**src/rtl/vm8_seq_ctrl.sv**
```systemverilog
// 8x8 unsigned multiplier sequencing one 4x4 Vedic core over four steps.
// Optional VM8_ZERO_SKIP_EN: zero operands bypass the MUL steps.
module vm8_vedic4x4 (
    input  logic [3:0] a_i,
    input  logic [3:0] b_i,
    output logic [7:0] p_o
);
    function automatic logic [3:0] v2(input logic [1:0] x, input logic [1:0] y);
        logic c;
        c  = (x[1] & y[0]) & (x[0] & y[1]);
        v2 = {(x[1] & y[1]) & c, (x[1] & y[1]) ^ c,
              (x[1] & y[0]) ^ (x[0] & y[1]), x[0] & y[0]};
    endfunction

    logic [3:0] m0, m1, m2, m3;

    assign m0  = v2(a_i[1:0], b_i[1:0]);
    assign m1  = v2(a_i[3:2], b_i[1:0]);
    assign m2  = v2(a_i[1:0], b_i[3:2]);
    assign m3  = v2(a_i[3:2], b_i[3:2]);
    assign p_o = {4'b0, m0} + {2'b0, m1, 2'b0}
               + {2'b0, m2, 2'b0} + {m3, 4'b0};
endmodule

module vm8_seq_ctrl #(
    parameter bit HOLD_OUT = 1'b1
) (
    input  logic        clk,
    input  logic        rst_n,
    input  logic        in_valid,
    output logic        in_ready,
    input  logic [7:0]  a,
    input  logic [7:0]  b,
    output logic        out_valid,
    input  logic        out_ready,
    output logic [15:0] p
);
    typedef enum logic [1:0] {IDLE, MUL, DONE} state_t;

    state_t      state_q;
    logic [7:0]  ra_q, rb_q;
    logic [15:0] acc_q, acc_d, pp_sh;
    logic [1:0]  step_q;
    logic [15:0] p_q;
    logic        in_ready_q, out_valid_q;
    logic [3:0]  mul_a, mul_b;
    logic [7:0]  pp;
    logic        zero_op;

    assign mul_a = step_q[0] ? ra_q[7:4] : ra_q[3:0];
    assign mul_b = step_q[1] ? rb_q[7:4] : rb_q[3:0];

    vm8_vedic4x4 u_core (
        .a_i (mul_a),
        .b_i (mul_b),
        .p_o (pp)
    );

    always_comb begin
        pp_sh = 16'd0;
        unique case (step_q)
            2'd0:    pp_sh = {8'd0, pp};
            2'd3:    pp_sh = {pp, 8'd0};
            default: pp_sh = {4'd0, pp, 4'd0};
        endcase
    end

    assign acc_d = acc_q + pp_sh;

`ifdef VM8_ZERO_SKIP_EN
    assign zero_op = (a == 8'd0) || (b == 8'd0);
`else
    assign zero_op = 1'b0;
`endif

    always_ff @(posedge clk or negedge rst_n) begin
        if (!rst_n) begin
            state_q     <= IDLE;
            ra_q        <= 8'd0;
            rb_q        <= 8'd0;
            acc_q       <= 16'd0;
            step_q      <= 2'd0;
            p_q         <= 16'd0;
            in_ready_q  <= 1'b1;
            out_valid_q <= 1'b0;
        end else begin
            unique case (state_q)
                IDLE: begin
                    if (in_valid && in_ready_q) begin
                        ra_q       <= a;
                        rb_q       <= b;
                        acc_q      <= 16'd0;
                        step_q     <= 2'd0;
                        in_ready_q <= 1'b0;
                        if (zero_op) begin
                            p_q         <= 16'd0;
                            out_valid_q <= 1'b1;
                            state_q     <= DONE;
                        end else begin
                            state_q <= MUL;
                        end
                    end
                end
                MUL: begin
                    acc_q  <= acc_d;
                    step_q <= step_q + 2'd1;
                    if (step_q == 2'd3) begin
                        p_q         <= acc_d;
                        out_valid_q <= 1'b1;
                        state_q     <= DONE;
                    end
                end
                DONE: begin
                    if (out_ready) begin
                        out_valid_q <= 1'b0;
                        in_ready_q  <= 1'b1;
                        state_q     <= IDLE;
                        if (!HOLD_OUT) p_q <= 16'd0;
                    end
                end
                default: state_q <= IDLE;
            endcase
        end
    end

    assign in_ready  = in_ready_q;
    assign out_valid = out_valid_q;
    assign p         = p_q;
endmodule
```
**config.mk**
```make
export PLATFORM = sky130hd
export DESIGN_NAME = vm8_seq_ctrl
export DESIGN_NICKNAME = d
export VERILOG_FILES = /design/src/rtl/vm8_seq_ctrl.sv
export SDC_FILE = /design/constraint.sdc
export NUM_CORES = 1
export LEC_CHECK = 0
export ABC_CLOCK_PERIOD_IN_PS = 7400
export CAP_MARGIN = 25
export CELL_PAD_IN_SITES_DETAIL_PLACEMENT = 1
export CELL_PAD_IN_SITES_GLOBAL_PLACEMENT = 1
export CORE_MARGIN = 5
export CORE_UTILIZATION = 40
export DETAILED_ROUTE_END_ITERATION = 8
export PLACE_DENSITY = 0.8
export SLEW_MARGIN = 20
export SYNTH_ARGS = -nofsm -noshare
export SYNTH_HDL_FRONTEND = slang
export SYNTH_SLANG_ARGS = --single-unit
```
**constraint.sdc**
```tcl
create_clock -name clk -period 7.4 [get_ports clk]
set_input_delay 0.74 -clock clk [delete_from_list [all_inputs] [get_ports clk]]
set_output_delay 0.74 -clock clk [all_outputs]
set_load 0.005 [all_outputs]
```
Yosys cells after proc, flatten, opt, wreduce, memory -nomap -nowiden

Index checks and enable logic that the tools add are counted.

Register bits: 54
Input port bits: 20

Add/sub/neg operators: 5
Equality and inequality tests: 6
Multiplexer cells: 17
Bitwise operators: 32
Reductions and logical operators: 12

Operator list:

| cell                                           | count |
|---|---|
| one-hot mux 16 bit (2 select lines)            | 2 |
| AND 1 bit                                      | 24 |
| adder 16 bit                                   | 1 |
| 2-to-1 mux 16 bit                              | 1 |
| AND reduction 3 bit                            | 3 |
| adder 8 x 6 -> 8 bit                           | 1 |
| adder 8 bit                                    | 1 |
| 2-to-1 mux 2 bit                               | 4 |
| 2-to-1 mux 4 bit                               | 2 |
| XOR 1 bit                                      | 8 |
| adder 4 x 6 -> 7 bit                           | 1 |
| inequality test 2 bit (second input constant)  | 3 |
| one-hot mux 2 bit (3 select lines)             | 1 |
| AND reduction 2 bit                            | 3 |
| nonzero test 2 bit                             | 3 |
| == test 2 bit (second input constant)          | 2 |
| zero test 2 bit                                | 2 |
| 2-to-1 mux 1 bit                               | 4 |
| one-hot mux 1 bit (2 select lines)             | 2 |
| one-hot mux 2 bit (2 select lines)             | 1 |
| adder 2 x 1 -> 2 bit (second input constant)   | 1 |
| == test 2 x 1 -> 1 bit (second input constant) | 1 |
| logical AND 1 bit                              | 1 |

Logic depth before layout (Yosys ltp)

Word-level depth: 10
Depth in mapped cells: 25
Gate-level depth less buffers: 24

Cells and area by module

From an unflattened synthesis, not the netlist that was laid out.

Cell total of the unflattened synthesis: 407
Area, all modules: 3,731.1 µm²

By module, submodules not included:

| module       | times used | cells an instance | area each (µm²) | seq. area each (µm²) |
|---|---|---|---|---|
| vm8_seq_ctrl | 1          | 349               | 3,258.1         | 1,352.5 |
| vm8_vedic4x4 | 1          | 58                | 473.0           | 0.0 |

Worst setup path before layout

Ideal clock, no wire load.

Path kind: register to register
Start: register step_q[0]
End: register p_q[14] (netlist: p[14])
Setup time: 0.131 ns
Data arrival time: 5.190 ns
Data required time: 7.269 ns
Setup slack: 2.080 ns
Stages on the path, launching flop included: 23
Period minus slack after synthesis: 5.320 ns
Cell sequence: dfrtp_1 -> clkbuf_1 -> mux2i_1 -> nor2_1 -> ha_1 -> ha_1 -> ha_1 -> inv_1 -> fa_1 -> xor2_1 -> fa_1 -> fa_1 -> nand2b_1 -> a21oi_1 -> xor2_1 -> nand2_1 -> o21ai_0 -> ha_1 -> a21oi_1 -> o221ai_1 -> o31ai_1 -> xor2_1 -> o21ai_0

Cells in the longest elaborated chain, start to end: 9

RTL lines:

| what                                   | line   | source |
|---|---|---|
| from (decl)                            | 43     | `logic [1:0] step_q;` |
| from (signal assigned)                 | 106    | `step_q <= step_q + 2'd1;` |
| 2-to-1 mux 4 bit                       | 50     | `assign mul_a = step_q[0] ? ra_q[7:4] : ra_q[3:0];` |
| AND 1 bit                              | 10, 12 |  |
| AND 1 bit                              | 10     | `c = (x[1] & y[0]) & (x[0] & y[1]);` |
| XOR 1 bit or AND 1 bit (tied branches) | 11     | `v2 = {(x[1] & y[1]) & c, (x[1] & y[1]) ^ c,` |
| adder 4 x 6 -> 7 bit                   | 21     | `assign p_o = {4'b0, m0} + {2'b0, m1, 2'b0}` |
| adder 8 x 6 -> 8 bit                   | 22     | `+ {2'b0, m2, 2'b0} + {m3, 4'b0};` |
| adder 8 bit                            | 22     |  |
| one-hot mux 16 bit (2 select lines)    | 61     | `unique case (step_q)` |
| adder 16 bit                           | 68     | `assign acc_d = acc_q + pp_sh;` |
| to (signal assigned)                   | 83     | `p_q <= 16'd0;` |
| to (signal assigned)                   | 96     | `p_q <= 16'd0;` |
| to (signal assigned)                   | 108    | `p_q <= acc_d;` |
| to (decl)                              | 44     | `logic [15:0] p_q;` |

Parallel ways exist; a longest one is shown, timed or not.
A chain may end at the register's enable or synchronous reset.

Worst setup path in the final report

Start: register step_q[0]
End: register acc_q[14]

Cells in the longest elaborated chain, start to end: 10

RTL lines:

| what                                    | line   | source |
|---|---|---|
| 2-to-1 mux 4 bit                        | 50     |  |
| AND 1 bit                               | 10, 12 |  |
| AND 1 bit                               | 10     |  |
| XOR 1 bit or AND 1 bit (tied branches)  | 11     |  |
| adder 4 x 6 -> 7 bit                    | 21     |  |
| adder 8 x 6 -> 8 bit                    | 22     |  |
| adder 8 bit                             | 22     |  |
| one-hot mux 16 bit (2 select lines) (*) | 61     |  |
| adder 16 bit (*)                        | 68     |  |
| one-hot mux 16 bit (2 select lines) (*) | 87     | `unique case (state_q)` |
| to (signal assigned)                    | 81     | `acc_q <= 16'd0;` |
| to (signal assigned)                    | 92     | `acc_q <= 16'd0;` |
| to (signal assigned)                    | 105    | `acc_q <= acc_d;` |
| to (decl)                               | 42     | `logic [15:0] acc_q, acc_d, pp_sh;` |

Every way passes the cells marked *; elsewhere a longest branch is shown, timed or not.

==> flow_summary.toml <==
[status]
status = "complete, no violations"

[die]
io_pins = 38
start_util_pct = 41.0
dieHeight_um = 105
die_area_sq_um = 10900
rows = 34
coreArea_sq_um = 8720
dieWidth_um = 105

[sta]
fin_crit_sh_pct = 80.9
finalHoldViolCount = 0
slew_headroom_pct = 32.2
setup_violations = 0
tns_ns = 0
tightestPinTransition_ns = 1.02
fmax_mhz = 167
skew_ns = 0.0137
finalMaxSlewViolations = 0
period_needed_ns = 5.99
rsz0062_at_grt = "no"

[clock_network]
clk_latency_ns = 0.31
cts_buffer_depth = 2
ctsHoldBuffers = 0
numCtsBuffers = 5
ctsRootBufferMaster = "clkbuf_8"
cts_tree = "built"
post_cts.repair.setup_buffers = 0
clock-sinks = 54
clkTransAtPathRegs_ns = 0.11
post_cts_resized = 0
htreeDepth = 2

[pwr]
combPwrFrac_pct = 59.8
p_sw_mw = 0.824
clock_power_share_pct = 12.2
cellPowerDensity_nw_per_um2 = 429
swShare_pct = 46.0
ir_worst_vdd_mv = 0.186
p_seq_share_pct = 28.0
intPower_mw = 0.967
p_leak_nw = 1.90

[global_routing]
antenna_found_initial = 0
grt_max_degree = 55
grt_use_total_pct = 17.0
grt-ovfl-total = 0
grt_pass1_vias = 3073
grt_pass1_wl_um = 15400

[finish]
n_antenna_cell = 0
syn2layout_area_growth_pct = 16.8
layout_common_cells = "nand2_1 (56), dfrtp_1 (53), o21ai_0 (38)"
finalNetCount = 478
layout_commonest_cell = "nand2_1"
drive_gt1_share_pct = 9.74
final_area_sq_um = 4170

[setup_path]
critPathMaxStageDelay_ns = 0.56
crit_top_cell = "ha_1"
crit_fanout = 8
critical_path_buf_inv_count = 1
ff2ff_path_depth = 21
crit_family = "adder cells"
path_cells = "mux2i_1 > nor2_1 > ha_1 > ha_1 > ha_1 > inv_1 > fa_1 > xor2_1 > fa_1 > fa_1 > nand2b_1 > a21oi_1 > xor2_1 > nand2_1 > o21ai_0 > ha_1 > a21oi_1 > o221ai_1 > o31ai_1 > xor2_1 > o21ai_0"
rrSetupSlack_ns = 1.41
required_ns = 7.57
worst_ep_arrival_time_ns = 6.15
worstSetupPathType = "reg -> reg"
r2r_end = "acc_q[14]"
crit_path_end_kind = "flop"
critPathLaunchType = "flop"
crit-reg2reg-launch = "step_q[0]"
cp_slowest_cell = "dfrtp_1"

[place]
placedInstanceArea_sq_um = 4030
port-buffer-count = 37
dp_hpwl_um = 6990
place.gp.congestion = 0.925

[worst_hold_path]
hp-class = "reg -> reg"
worstHoldStart = "p[9]"
hold-path-endpoint = "p[9]"
hold_depth = 2

[synthesis]
async_reset_ff_share_pct = 100
synth_edf_count = 0
yosysWarnings = 0
syn-cell-area_sq_um = 3570
ys_seq_area_share_pct = 37.9
syn_nets = 447
ys_ff_latch = 54
syn_avg_cell_area_sq_um = 9.19
synthFlopType = "dfrtp_1"
synthCells = 389
ys_types = 48

[run]
drv_cap = 0

[drt]
drtIter0Drc = 148
drcViolationCount = 0
wl_per_cell_um = 17.4
avgViaCountPerCell = 5.51
dr.pass1.iters = 5
vias = 2915
antenna_left = 0
routed_wl_um = 9180
through the flow:
stage	total power [mW]	hold slack [ns]	utilization (%)	instances	worst slack (ns)
after floorplan	1.23	0.444	-	389	2.08
after global placement	1.51	0.461	46.2	520	1.87
after detailed placement	1.57	0.470	46.2	520	1.51
after CTS	1.80	0.496	47.5	528	1.44
after global routing	1.95	0.521	47.9	529	1.02
final	1.79	0.493	47.9	529	1.41
cell families (layout without fill, tap and decap cells):
| family | Yosys count | after routing | share of synthesized area [%] |
|---|---|---|---|
| buffers and inverters | 43 | 75 | 4.62 |
| AND/OR/NAND/NOR | 116 | 116 | 14.7 |
| flip-flops | 54 | 54 | 37.9 |
| adder cells (fa/ha/maj) | 38 | 38 | 14.4 |
| AO/OA/AOI/OAI | 95 | 95 | 16.4 |
| multiplexers | 26 | 26 | 7.91 |
| XOR/XNOR | 17 | 17 | 4.17 |
cell usage after synthesis (2+ instances only):
master	n	area [sq um]
nor2b_1	4	25.0
clkbuf_1	13	48.8
o211ai_1	4	30.0
or4_1	2	15.0
o21ai_0	38	190
fa_1	5	100
and2_1	2	12.5
or2_2	3	18.8
mux2_2	18	203
nand2b_1	3	18.8
inv_1	27	101
ha_1	33	413
nor3_1	4	20.0
xnor2_1	7	61.3
a21oi_1	19	95.1
o22ai_1	9	56.3
xor2_1	10	87.6
nand3_1	4	20.0
dfrtp_1	53	1330
a22o_1	3	26.3
o31ai_1	4	30.0
buf_2	3	15.0
mux2i_1	8	80.1
nor2_1	28	105
nand2_1	56	210
a21o_1	2	15.0
a22oi_1	2	15.0
a211oi_1	4	30.0
o21a_1	2	15.0
worst reg2reg max path, delay by kind of cell, from the launching register on:
kind | cells | cell delay [ns]
AOI/OAI and AO/OA | 6 | 1.35
muxes | 1 | 0.47
and+or+nand+nor | 3 | 0.38
buffers and inverters | 1 | 0.06
adders and majority gates | 7 | 2.37
xor gates and xnor gates | 3 | 0.64
DFF | 1 | 0.56
power groups by stage:
stage / combinational (mW) / sequential [mW] / clock, mW
after floorplan: 0.757 / 0.473 / 0
after global placement: 1.01 / 0.503 / 0
after detailed placement: 1.06 / 0.509 / 0
after CTS: 1.07 / 0.503 / 0.223
after global routing: 1.19 / 0.516 / 0.236
final: 1.07 / 0.502 / 0.219
worst max path at each step:
stage                          from        end  slack, ns  depth (start not counted)
after floorplan           step_q[0]      p[14]       2.08                         22
after global placement    step_q[1]      p[12]       1.87                         20
after detailed placement  step_q[0]      p[14]       1.51                         21
after CTS                 step_q[0]      p[14]       1.44                         21
after global routing      step_q[0]  acc_q[14]       1.02                         21
final                     step_q[0]  acc_q[14]       1.41                         21
layout make-up:
cell class	instances	area, sq um
Clock buffer	6	82.6
Tap cell	108	135
Multi-Input combinational cell	292	2060
Sequential cell	54	1350
Inverter	27	101
Fill cell	991	4550
Timing Repair Buffer	40	408
Clock inverter	2	38.8
sequential cells by signal, summed over array words and instances, names as in the netlist:
| signal | flops |
|---|---|
| step_q | 2 |
| state_q | 2 |
| rb_q | 8 |
| ra_q | 8 |
| p | 16 |
| acc_q | 16 |
| out_valid | 1 |
| in_ready | 1 |
routing by layer:
layer | part of all wire (%) | GRT usage, % | wire length [um]
met1 | 46 | 22.4 | 4200
met2 | 51 | 29.3 | 4680
met3 | 2.3 | 2.36 | 215
met4 | 0.95 | 4.07 | 87
met5 | 0 | 0 | 0
(Power assumes the default switching activity.)
